**src/rtl/alu_serial_ctrl.sv**
```systemverilog
// rtl/alu_serial_ctrl.sv - bit-serial sequencer for one shared 1-bit ALU cell (optional SLT_OVF_FIX_EN)
module alu_serial_ctrl #(
  parameter int WIDTH = 32
) (
  input  logic             clk,
  input  logic             rst_n,
  input  logic             start_valid,
  output logic             start_ready,
  input  logic [3:0]       alu_ctl,
  input  logic [WIDTH-1:0] a,
  input  logic [WIDTH-1:0] b,
  output logic             res_valid,
  input  logic             res_ready,
  output logic [WIDTH-1:0] result,
  output logic             zero,
  output logic             overflow,
  output logic             illegal,
  output logic             cell_a_invert,
  output logic             cell_b_invert,
  output logic             cell_ci,
  output logic             cell_a,
  output logic             cell_b,
  output logic             cell_less,
  output logic [1:0]       cell_op,
  input  logic             cell_result,
  input  logic             cell_co,
  input  logic             cell_set
);

  localparam int CW = $clog2(WIDTH);
  localparam logic [CW-1:0] LAST = CW'(WIDTH - 1);

  typedef enum logic [1:0] {
    IDLE = 2'd0,
    RUN  = 2'd1,
    DONE = 2'd2
  } state_t;

  state_t           state, next_state;
  logic [CW-1:0]    cnt;
  logic             carry;
  logic [WIDTH-1:0] a_sh, b_sh, acc;
  logic             a_inv_q, b_inv_q, ill_q;
  logic [1:0]       op_q;

  logic             dec_a_inv, dec_b_inv, dec_ill;
  logic [1:0]       dec_op;
  logic             accept, last_bit, ovf_now, slt_bit;
  logic [WIDTH-1:0] final_res;

  assign start_ready = (state == IDLE);
  assign res_valid   = (state == DONE);
  assign accept      = start_valid & start_ready;
  assign last_bit    = (state == RUN) && (cnt == LAST);

  // Cell drive is gated to RUN so the shared cell sees zeros whenever it is not ours.
  assign cell_a_invert = (state == RUN) & a_inv_q;
  assign cell_b_invert = (state == RUN) & b_inv_q;
  assign cell_ci       = (state == RUN) & carry;
  assign cell_a        = (state == RUN) & a_sh[0];
  assign cell_b        = (state == RUN) & b_sh[0];
  assign cell_less     = 1'b0;
  assign cell_op       = (state == RUN) ? op_q : 2'b00;

  // Decode alu_ctl into cell controls; unknown codes fall back to AND and raise illegal.
  always_comb begin
    dec_a_inv = 1'b0;
    dec_b_inv = 1'b0;
    dec_op    = 2'b00;
    dec_ill   = 1'b0;
    case (alu_ctl)
      4'b0000: dec_op = 2'b00;
      4'b0001: dec_op = 2'b01;
      4'b0010: dec_op = 2'b10;
      4'b0110: begin dec_b_inv = 1'b1; dec_op = 2'b10; end
      4'b0111: begin dec_b_inv = 1'b1; dec_op = 2'b11; end
      4'b1100: begin dec_a_inv = 1'b1; dec_b_inv = 1'b1; dec_op = 2'b00; end
      default: dec_ill = 1'b1;
    endcase
  end

  // Final-bit result assembly: only meaningful while last_bit is high.
  always_comb begin
    ovf_now = op_q[1] & (carry ^ cell_co);
`ifdef SLT_OVF_FIX_EN
    slt_bit = cell_set ^ ovf_now;
`else
    slt_bit = cell_set;
`endif
    if (ill_q)
      final_res = '0;
    else if (op_q == 2'b11)
      final_res = WIDTH'(slt_bit);
    else
      final_res = {cell_result, acc[WIDTH-1:1]};
  end

  // State register.
  always_ff @(posedge clk or negedge rst_n) begin
    if (!rst_n) state <= IDLE;
    else        state <= next_state;
  end

  // Next-state logic.
  always_comb begin
    next_state = state;
    case (state)
      IDLE:    if (accept) next_state = RUN;
      RUN:     if (cnt == LAST) next_state = DONE;
      DONE:    if (res_ready) next_state = IDLE;
      default: next_state = IDLE;
    endcase
  end

  // Operand shifting, carry chaining and result capture.
  always_ff @(posedge clk or negedge rst_n) begin
    if (!rst_n) begin
      cnt      <= '0;
      carry    <= 1'b0;
      a_sh     <= '0;
      b_sh     <= '0;
      acc      <= '0;
      a_inv_q  <= 1'b0;
      b_inv_q  <= 1'b0;
      op_q     <= 2'b00;
      ill_q    <= 1'b0;
      result   <= '0;
      zero     <= 1'b0;
      overflow <= 1'b0;
      illegal  <= 1'b0;
    end else if (accept) begin
      cnt     <= '0;
      carry   <= dec_b_inv;
      a_sh    <= a;
      b_sh    <= b;
      acc     <= '0;
      a_inv_q <= dec_a_inv;
      b_inv_q <= dec_b_inv;
      op_q    <= dec_op;
      ill_q   <= dec_ill;
    end else if (state == RUN) begin
      carry <= cell_co;
      a_sh  <= a_sh >> 1;
      b_sh  <= b_sh >> 1;
      acc   <= {cell_result, acc[WIDTH-1:1]};
      if (last_bit) begin
        result   <= final_res;
        zero     <= (final_res == '0);
        overflow <= ovf_now & ~ill_q;
        illegal  <= ill_q;
      end else begin
        cnt <= cnt + 1'b1;
      end
    end
  end

endmodule

```
**config.mk**
```make
export PLATFORM = sky130hd
export DESIGN_NAME = alu_serial_ctrl
export DESIGN_NICKNAME = d
export VERILOG_FILES = /design/src/rtl/alu_serial_ctrl.sv
export SDC_FILE = /design/constraint.sdc
export NUM_CORES = 1
export LEC_CHECK = 0
export BUFFER_PORTS_ARGS = -buffer_cell sky130_fd_sc_hd__buf_2
export CORE_MARGIN = 4
export CORE_UTILIZATION = 49
export CTS_BUF_LIST = sky130_fd_sc_hd__clkbuf_16
export CTS_CLUSTER_SIZE = 24
export DETAILED_ROUTE_END_ITERATION = 10
export GPL_TIMING_DRIVEN = 0
export PLACE_DENSITY = 0.75
export SKIP_CTS_REPAIR_TIMING = 1
export SYNTH_ARGS = -nofsm -noshare
export SYNTH_HDL_FRONTEND = slang
export SYNTH_SLANG_ARGS = --single-unit
```
**constraint.sdc**
```tcl
create_clock -name clk -period 2.1 [get_ports clk]
set_input_delay 0.42 -clock clk [delete_from_list [all_inputs] [get_ports clk]]
set_output_delay 0.42 -clock clk [all_outputs]
set_load 0.05 [all_outputs]
```
======== After elaboration in Yosys (flattened, before gate mapping) ========
Cells that the tools add are included.
storage, ports and cells
  logic and storage cells ................. 72
  flip-flop bits (word level) ............. 144
  bits of input ports ..................... 75
cells by class
  equality and inequality tests ........... 13
  reductions and logical operators ........ 11
  bitwise logic cells ..................... 11
  add/sub/neg operators ................... 1
  muxes and demuxes ....................... 22
operators with widths
  operator                                                                  count
  32-bit 2-to-1 mux                                                         8
  32-bit logical NOT                                                        1
  5-bit 2-to-1 mux                                                          3
  2-bit one-hot mux with 3 select lines                                     2
  1-bit bitwise AND                                                         8
  4-bit by 3-bit equality test with 1-bit output (second input constant)    2
  2-bit 2-to-1 mux                                                          4
  2-bit by 1-bit inequality test with 1-bit output (second input constant)  3
  3-bit AND reduction                                                       2
  6-bit OR reduction                                                        1
  5-bit by 1-bit adder with 5-bit output (second input constant)            1
  5-bit equality test (second input constant)                               1
  1-bit 2-to-1 mux                                                          5
  2-bit equality test (second input constant)                               2
  4-bit by 1-bit equality test with 1-bit output (second input constant)    1
  4-bit by 2-bit equality test with 1-bit output (second input constant)    1
  4-bit equality test (second input constant)                               1
  4-bit logical NOT                                                         1
  3-bit OR reduction                                                        1
  2-bit by 1-bit equality test with 1-bit output (second input constant)    1
  2-bit logical NOT                                                         1
  2-bit inequality test (second input constant)                             1
  1-bit inverter                                                            2
  2-bit AND reduction                                                       1
  other kinds (4)                                                           4

======== Depth between registers and ports, before layout ========
Gate-level depths: netlist of run 1.
  depth after elaboration ................. 5
  gate-level depth with buffers ........... 8

======== Least setup slack after synthesis of run 1 ========
OpenSTA, ideal clock, no wires.
  path kind ............................... register to register
  start point ............................. register cnt[0]
  end point ............................... register cnt[0]
  arrival ................................. 1789 ps
  required time ........................... 1975 ps
  setup slack ............................. 187 ps
  cell stages (with the launch flop) ...... 7
  path buffers ............................ 0
  library setup time ...................... 125 ps
  path through ............................ dfrtp_1 -> ha_1 -> and3_1 -> ha_1 -> nor3b_1 -> nor2_1 -> mux2_2
on the way
  cells in the longest elaborated chain, start to end .. 4
  elaborated cells on any way between the ends .. 8
  classes of those cells .................. 1 x add/sub; 2 x eq/ne; 3 x mux; 2 x reduce/logical
ends and longest elaborated chain
  element                                                                        RTL line  RTL
  from (decl)                                                                    40        logic [CW-1:0] cnt;
  from (signal assigned)                                                         152       cnt <= cnt + 1'b1;
  5-bit by 1-bit adder with 5-bit output or 5-bit equality test (tied branches)  152, 54
  5-bit 2-to-1 mux or 1-bit logical AND (tied branches)                          146, 54
  5-bit 2-to-1 mux or 2-bit inequality test (tied branches)                      n/a
  5-bit 2-to-1 mux or 2-bit AND reduction (tied branches)                        n/a
Several ways; a longest one is shown, not always the timed one. The select of a mux whose other input is x is not followed.
A chain may end at the register's enable or synchronous reset.

======== Worst setup path after layout of run 1 ========
  start point ............................. register state[1]
  end point ............................... output port cell_ci
on the way
  cells in the longest elaborated chain, start to end .. 2
ends and longest elaborated chain
  element                                         RTL line  RTL
  from (decl)                                     39        state_t state, next_state;
  from (signal assigned)                          101       else state <= next_state;
  2-bit by 1-bit equality test with 1-bit output  59        assign cell_ci = (state == RUN) & carry;
  1-bit bitwise AND                               59
  to (decl)                                       20        output logic cell_ci,
No other way between the ends.

==> impl_metrics.toml, run 1 <==
[run_status]
status = "finished clean"

[logic_synthesis]
synth.yosys.seq_area_share = 0.6021
synthMostInstantiatedCell = "nand2_1"
yosys.area.top_type = "dfrtp_1"
synthTopCellsByCount = "nand2_1, dfrtp_1, a22oi_1, o21ai_0, a22o_1"
syn_nets = 655
synth_area_leaders = "dfrtp_1, nand2_1, a22oi_1"
syn_inst = 578
ys_types = 38
ys_ff_latch = 143
synth_area_um2 = 5943
synth_edf_count = 0
synth_top_flop_cell = "dfrtp_1"
synth-async-reset-ratio = 1.000
avgSynthCellArea_um2 = 10.28
synth.yosys.warnings = 0
synth_top_area_frac = 0.6021

[die]
die_h_um = 118.1
core_area_um2 = 11660
rows = 39
die-area_um2 = 13950
pin_count = 120
die_w_um = 118.1
start_util = 0.5096

[cts]
htree_levels = 4
clkLatencyLatePin_ps = 420
cts_buffers = 17
root_buffer = "clkbuf_16"
cts.clk_slew.worst_paths_ps = 60
clockBufferDepth = 2
cts.sinks = 143
tritoncts = "done"

[placed_design]
placed_area_um2 = 6746
dp_hpwl_mm = 9.852
io_buffers = 118
dpl.cell_count = 840
dp_slack_ps = 42.69
routabilityCongestion = 0.7980

[sta]
skew_ps = 6.264
rsz0062_at_grt = "false"
setup_ws_ps = 98.02
setup_violations = 0
hold_viol_final = 0
holdWs_ps = 185.3
fmax_mhz = 499.5
finalCritPeriodShare = 0.9533
slew_viol_final = 0
period_needed_ps = 2002

[drt]
drtAntennaViolNets = 0
viasPerCell = 5.413
drc = 0
drtIter0Drc = 296
wire_per_inst_um = 15.75
num_vias = 4715
dr.pass1.iters = 5
drt-total-wl_mm = 13.71

[min_path]
min_path_cells = 2
hp-class = "in2reg"

[worst_setup_path]
path_depth = 4
path_cells = "nor2b_1, buf_6, and2_1, buf_2"
crit_path_end_kind = "output port"
worst-endpoint-arrival_ps = 1580
crit_buf_inv = 2
crit_path_start_kind = "flop"
worst_path_dominant_cell_family = "flip-flops"
cp.required_ps = 1680
rr_worst_depth = 6
cp_max_fo = 14
crit_slowest_cell = "dfrtp_2"
path_class = "reg2out"
max_stage_delay_ps = 450

[power_and_ir_drop]
p_leak_nw = 3.775
intPower_mw = 7.119
pwr_density_cell_nw_per_um2 = 1574
ir_worst_vdd_v = 0.0008283
power_frac_comb = 0.340
pwr-share-seq = 0.404
swShare = 0.3848
clkPwrFrac = 0.255
p_sw_mw = 4.454

[finish]
syn2layout_area_growth_pct = 23.75
diodes = 0
final_area_um2 = 7355
instances_no_fill = 871
nNetsFinal = 793
drive_gt1_frac = 0.2610

[global_route]
antenna_found_initial = 1
grt_usage = 0.2096
grt_pass1_vias = 4818
grt_overflow = 0
grt_first_pass_wirelength_mm = 23.58
grt_max_degree = 97

[job]
maxCapViolCount = 0
cells by family (layout without fill, tap and decap cells):
group / count (synthesis) / count (layout) / share of synthesized area
fa+ha+maj: 2 / 2 / 0.004210
xor+xnor: 4 / 4 / 0.005896
simple gates: 244 / 244 / 0.1733
buf+inv: 44 / 194 / 0.04231
mux: 3 / 3 / 0.005473
compound gates: 137 / 137 / 0.1661
other cells: 1 / 1 / 0.0006310
flops: 143 / 143 / 0.6021
placed cells by master (no fill, tap or decap), types with 2 or more instances in the layout:
cell	synthesis	routed
clkinv_1	0	4
o21ai_0	35	35
mux2_2	2	2
dfrtp_2	0	2
buf_4	2	4
ha_1	2	2
inv_6	0	2
nand4b_1	2	2
clkbuf_16	0	17
a22o_1	34	34
nand2_1	203	203
a211oi_1	2	2
nand2b_1	3	3
buf_6	6	8
bufinv_16	0	3
nor2b_1	2	2
nor2_1	6	6
nor3b_2	1	2
inv_1	3	5
xor2_1	3	3
nor4_1	7	7
a22oi_1	63	63
clkbuf_1	6	5
dfrtp_1	143	141
clkbuf_4	0	3
nand4_1	3	3
clkinvlp_4	0	2
buf_2	27	138
and2_1	7	7
final cells by class:
| cell class | count | area [um^2] |
|---|---|---|
| plain buffers | 40 | 240.2 |
| clock buffers | 17 | 425.4 |
| clock inverters | 14 | 150.1 |
| fillers | 909 | 4308 |
| inverters | 3 | 11.26 |
| multi-input cells | 391 | 2118 |
| flip-flops and latches | 143 | 3581 |
| well taps | 143 | 178.9 |
| repair buffers | 120 | 649.4 |
per-stage QoR:
step | setup TNS (ps) | utilization | power [mW]
detailed placement | 0 | 0.5785 | 8.658
finish | 0 | 0.6306 | 11.57
global placement | -182660 | 0.5756 | 8.442
CTS | -2206 | 0.6278 | 11.64
floorplan | 0 | - | 7.502
global route | 0 | 0.6306 | 12.37
power groups by stage:
stage / Combinational, mW / Clock, mW / Sequential, mW
floorplan: 2.32 / 0 / 5.18
finish: 3.94 / 2.96 / 4.68
detailed placement: 3.95 / 0 / 4.71
global route: 4.40 / 3.13 / 4.84
CTS: 3.96 / 3.00 / 4.68
global placement: 3.80 / 0 / 4.64
path summary, 6_finish.rpt:
check / start / to / slack (ps)
setup / recovery: state[1] / cell_ci / 100
max in group asynchronous: rst_n / a_sh[18] / 800
hold / removal: res_ready / state[1] / 190
setup reg to reg: cnt[0] / cnt[0] / 230
min in group asynchronous: rst_n / acc[24] / 500
hold reg to reg: b_sh[15] / b_sh[15] / 470
per-layer routing:
metal  track usage  up-vias  wire length [um]  part of all wire
met4       0.07912        2               269             0.020
li1              -     2275                 -                 -
met2        0.3294      132              6462              0.47
met5             0        -                13           0.00095
met3       0.07927       25              1064             0.078
met1        0.2655     2281              5904              0.43
registers in the layout, summed over array words and instances, names as in the netlist, 2 cells and up:
register,count
state,2
b_sh,32
result,32
op_q,2
a_sh,32
cnt,5
acc,31
No activity file was read; power rests on OpenSTA's default activity.
==> run 2: changes to the inputs <==
--- a/config.mk
+++ b/config.mk
@@ -7,12 +7,11 @@
 export LEC_CHECK = 0
 export BUFFER_PORTS_ARGS = -buffer_cell sky130_fd_sc_hd__buf_2
 export CORE_MARGIN = 4
-export CORE_UTILIZATION = 49
+export CORE_UTILIZATION = 55
 export CTS_BUF_LIST = sky130_fd_sc_hd__clkbuf_16
 export CTS_CLUSTER_SIZE = 24
 export DETAILED_ROUTE_END_ITERATION = 10
-export GPL_TIMING_DRIVEN = 0
-export PLACE_DENSITY = 0.75
+export PLACE_DENSITY = 0.8
 export SKIP_CTS_REPAIR_TIMING = 1
 export SYNTH_ARGS = -nofsm -noshare
 export SYNTH_HDL_FRONTEND = slang
==> constraint.sdc (replaced) <==
create_clock -name clk -period 2 [get_ports clk]
set_input_delay 0.4 -clock clk [delete_from_list [all_inputs] [get_ports clk]]
set_output_delay 0.4 -clock clk [all_outputs]
set_load 0.05 [all_outputs]
==> impl_metrics.toml, run 2 (same netlist as run 1, synthesis figures left out) <==
[run_status]
status = "finished clean"

[worst_setup_path]
rrSetupSlack_ps = 110
path_class = "reg2out"
rr_worst_depth = 6
crit_path_start_kind = "flop"
cp.required_ps = 1600
crit_path_end_kind = "output port"
cp_max_fo = 28
timing.rr.end = "illegal"
worst-endpoint-arrival_ps = 1550
r2r-start = "cnt[0]"

[placed_design]
routabilityCongestion = 0.7947
placed_area_um2 = 6676
io_buffers = 118
dp_hpwl_mm = 8.865

[sta]
slew-limit-headroom = 0.6440
fmax_mhz = 512.7
rsz0062_at_grt = "false"
tns_ps = 0
finalCritPeriodShare = 0.9752
slew_viol_final = 0
hold_viol_final = 0
period_needed_ps = 1950
skew_ps = 7.533
setup_violations = 0
worst_slew_pin_slew_ps = 534.0

[finish]
syn2layout_area_growth_pct = 24.29
nNetsFinal = 778
final_area_um2 = 7387
most-common-layout-cells = "nand2_1, dfrtp_1, buf_2"
ff_latch_area_um2 = 3578
final_common_cell = "nand2_1"
top_regs = "a_sh: 32 flops, b_sh: 32 flops, result: 32 flops"
drive_gt1_frac = 0.2563
diodes = 0
multi_input_area_um2 = 2156
utilization = 0.7092
fillers = 735

[power_and_ir_drop]
power_frac_comb = 0.348
ir_worst_vdd_v = 0.0007849
pwr_density_cell_nw_per_um2 = 1655
total_power_mw = 12.22
swShare = 0.3902
clkPwrFrac = 0.249
pwr-share-seq = 0.403
intPower_mw = 7.453
p_sw_mw = 4.769
p_leak_nw = 3.763

[cts]
tritoncts = "done"
root_buffer = "clkbuf_16"
htree_levels = 4
clockBufferDepth = 2
cts_buffers = 17
cts.clk_slew.worst_paths_ps = 60
cts.sinks = 143
clkLatencyLatePin_ps = 410

[global_route]
antenna_found_initial = 1
grt_pass1_vias = 4706
grt_first_pass_wirelength_mm = 22.34
grt_overflow = 0
grt_usage = 0.2184
grt_max_degree = 59

[die]
die-area_um2 = 12530
core_area_um2 = 10420
die_w_um = 112.0
start_util = 0.5706
pin_count = 120
die_h_um = 112.0
rows = 37

[drt]
drtAntennaViolNets = 0
drc = 0
wire_per_inst_um = 16.26
num_vias = 4797
dr.pass1.iters = 5
viasPerCell = 5.644
drtIter0Drc = 311
drt-total-wl_mm = 13.82

[min_path]
min_path_cells = 3
worstHoldStart = "b[26]"
min_to = "b_sh[26]"
hp-class = "in2reg"

[job]
maxCapViolCount = 0
## run 2: cell types whose count changed in the layout (fill, tap and decap cells not counted), sizes merged
| cell | before | now |
|---|---|---|
| buf | 151 | 137 |
| clkbuf | 25 | 23 |
| bufinv | 3 | 2 |
| clkinv | 5 | 3 |
| clkinvlp | 2 | 4 |
| inv | 7 | 9 |
| nor3b | 3 | 4 |
## run 2: final cells by class
| class | instances | share of cell area |
|---|---|---|
| sequential | 143 | 0.4844 |
| multi-input combinational | 392 | 0.2918 |
| timing repair buffer | 144 | 0.1218 |
| clock buffer | 17 | 0.05759 |
| tap | 136 | 0.02304 |
| clock inverter | 15 | 0.01982 |
| inverter | 3 | 0.001524 |
## run 2: power by group through the flow
| stage | clock (mW) | combinational (mW) | sequential (mW) |
|---|---|---|---|
| floorplan | 0 | 2.43 | 5.44 |
| global placement | 0 | 3.99 | 4.86 |
| detailed placement | 0 | 4.15 | 4.91 |
| CTS | 3.07 | 4.16 | 4.90 |
| global route | 3.22 | 4.69 | 5.07 |
| finish | 3.04 | 4.26 | 4.92 |
## run 2: critical path, stage by stage, from the launching register on
cell,delay (ps)
dfrtp_1,410
nor2b_4,150
buf_12,190
and2_1,150
clkbuf_4,230
## run 2: metal layers
layer	vias to the layer above	global-route usage	wire length (um)
li1	2251	-	-
met1	2330	0.2843	5797
met2	180	0.3509	6704
met3	34	0.06630	1035
met4	2	0.07612	274
met5	-	0	7
## run 2: how the worst max path moves through the flow
stage / cells after the start / to / startpoint
detailed placement: 6 / result[23] / cnt[0]
finish: 4 / cell_op[1] / state[1]
floorplan: 6 / cnt[0] / cnt[0]
CTS: 6 / result[23] / cnt[0]
global route: 4 / cell_a_invert / state[1]
global placement: 6 / result[31] / cnt[0]
## run 2: per-stage QoR
stage | hold WS [ps] | instances | worst slack [ps]
finish | 202.2 | 850 | 49.51
global route | 205.1 | 850 | 0.8136
global placement | 396.5 | 811 | -138.8
CTS | -32.43 | 843 | -233.3
floorplan | 104.4 | 578 | 86.56
detailed placement | 398.6 | 811 | -224.5
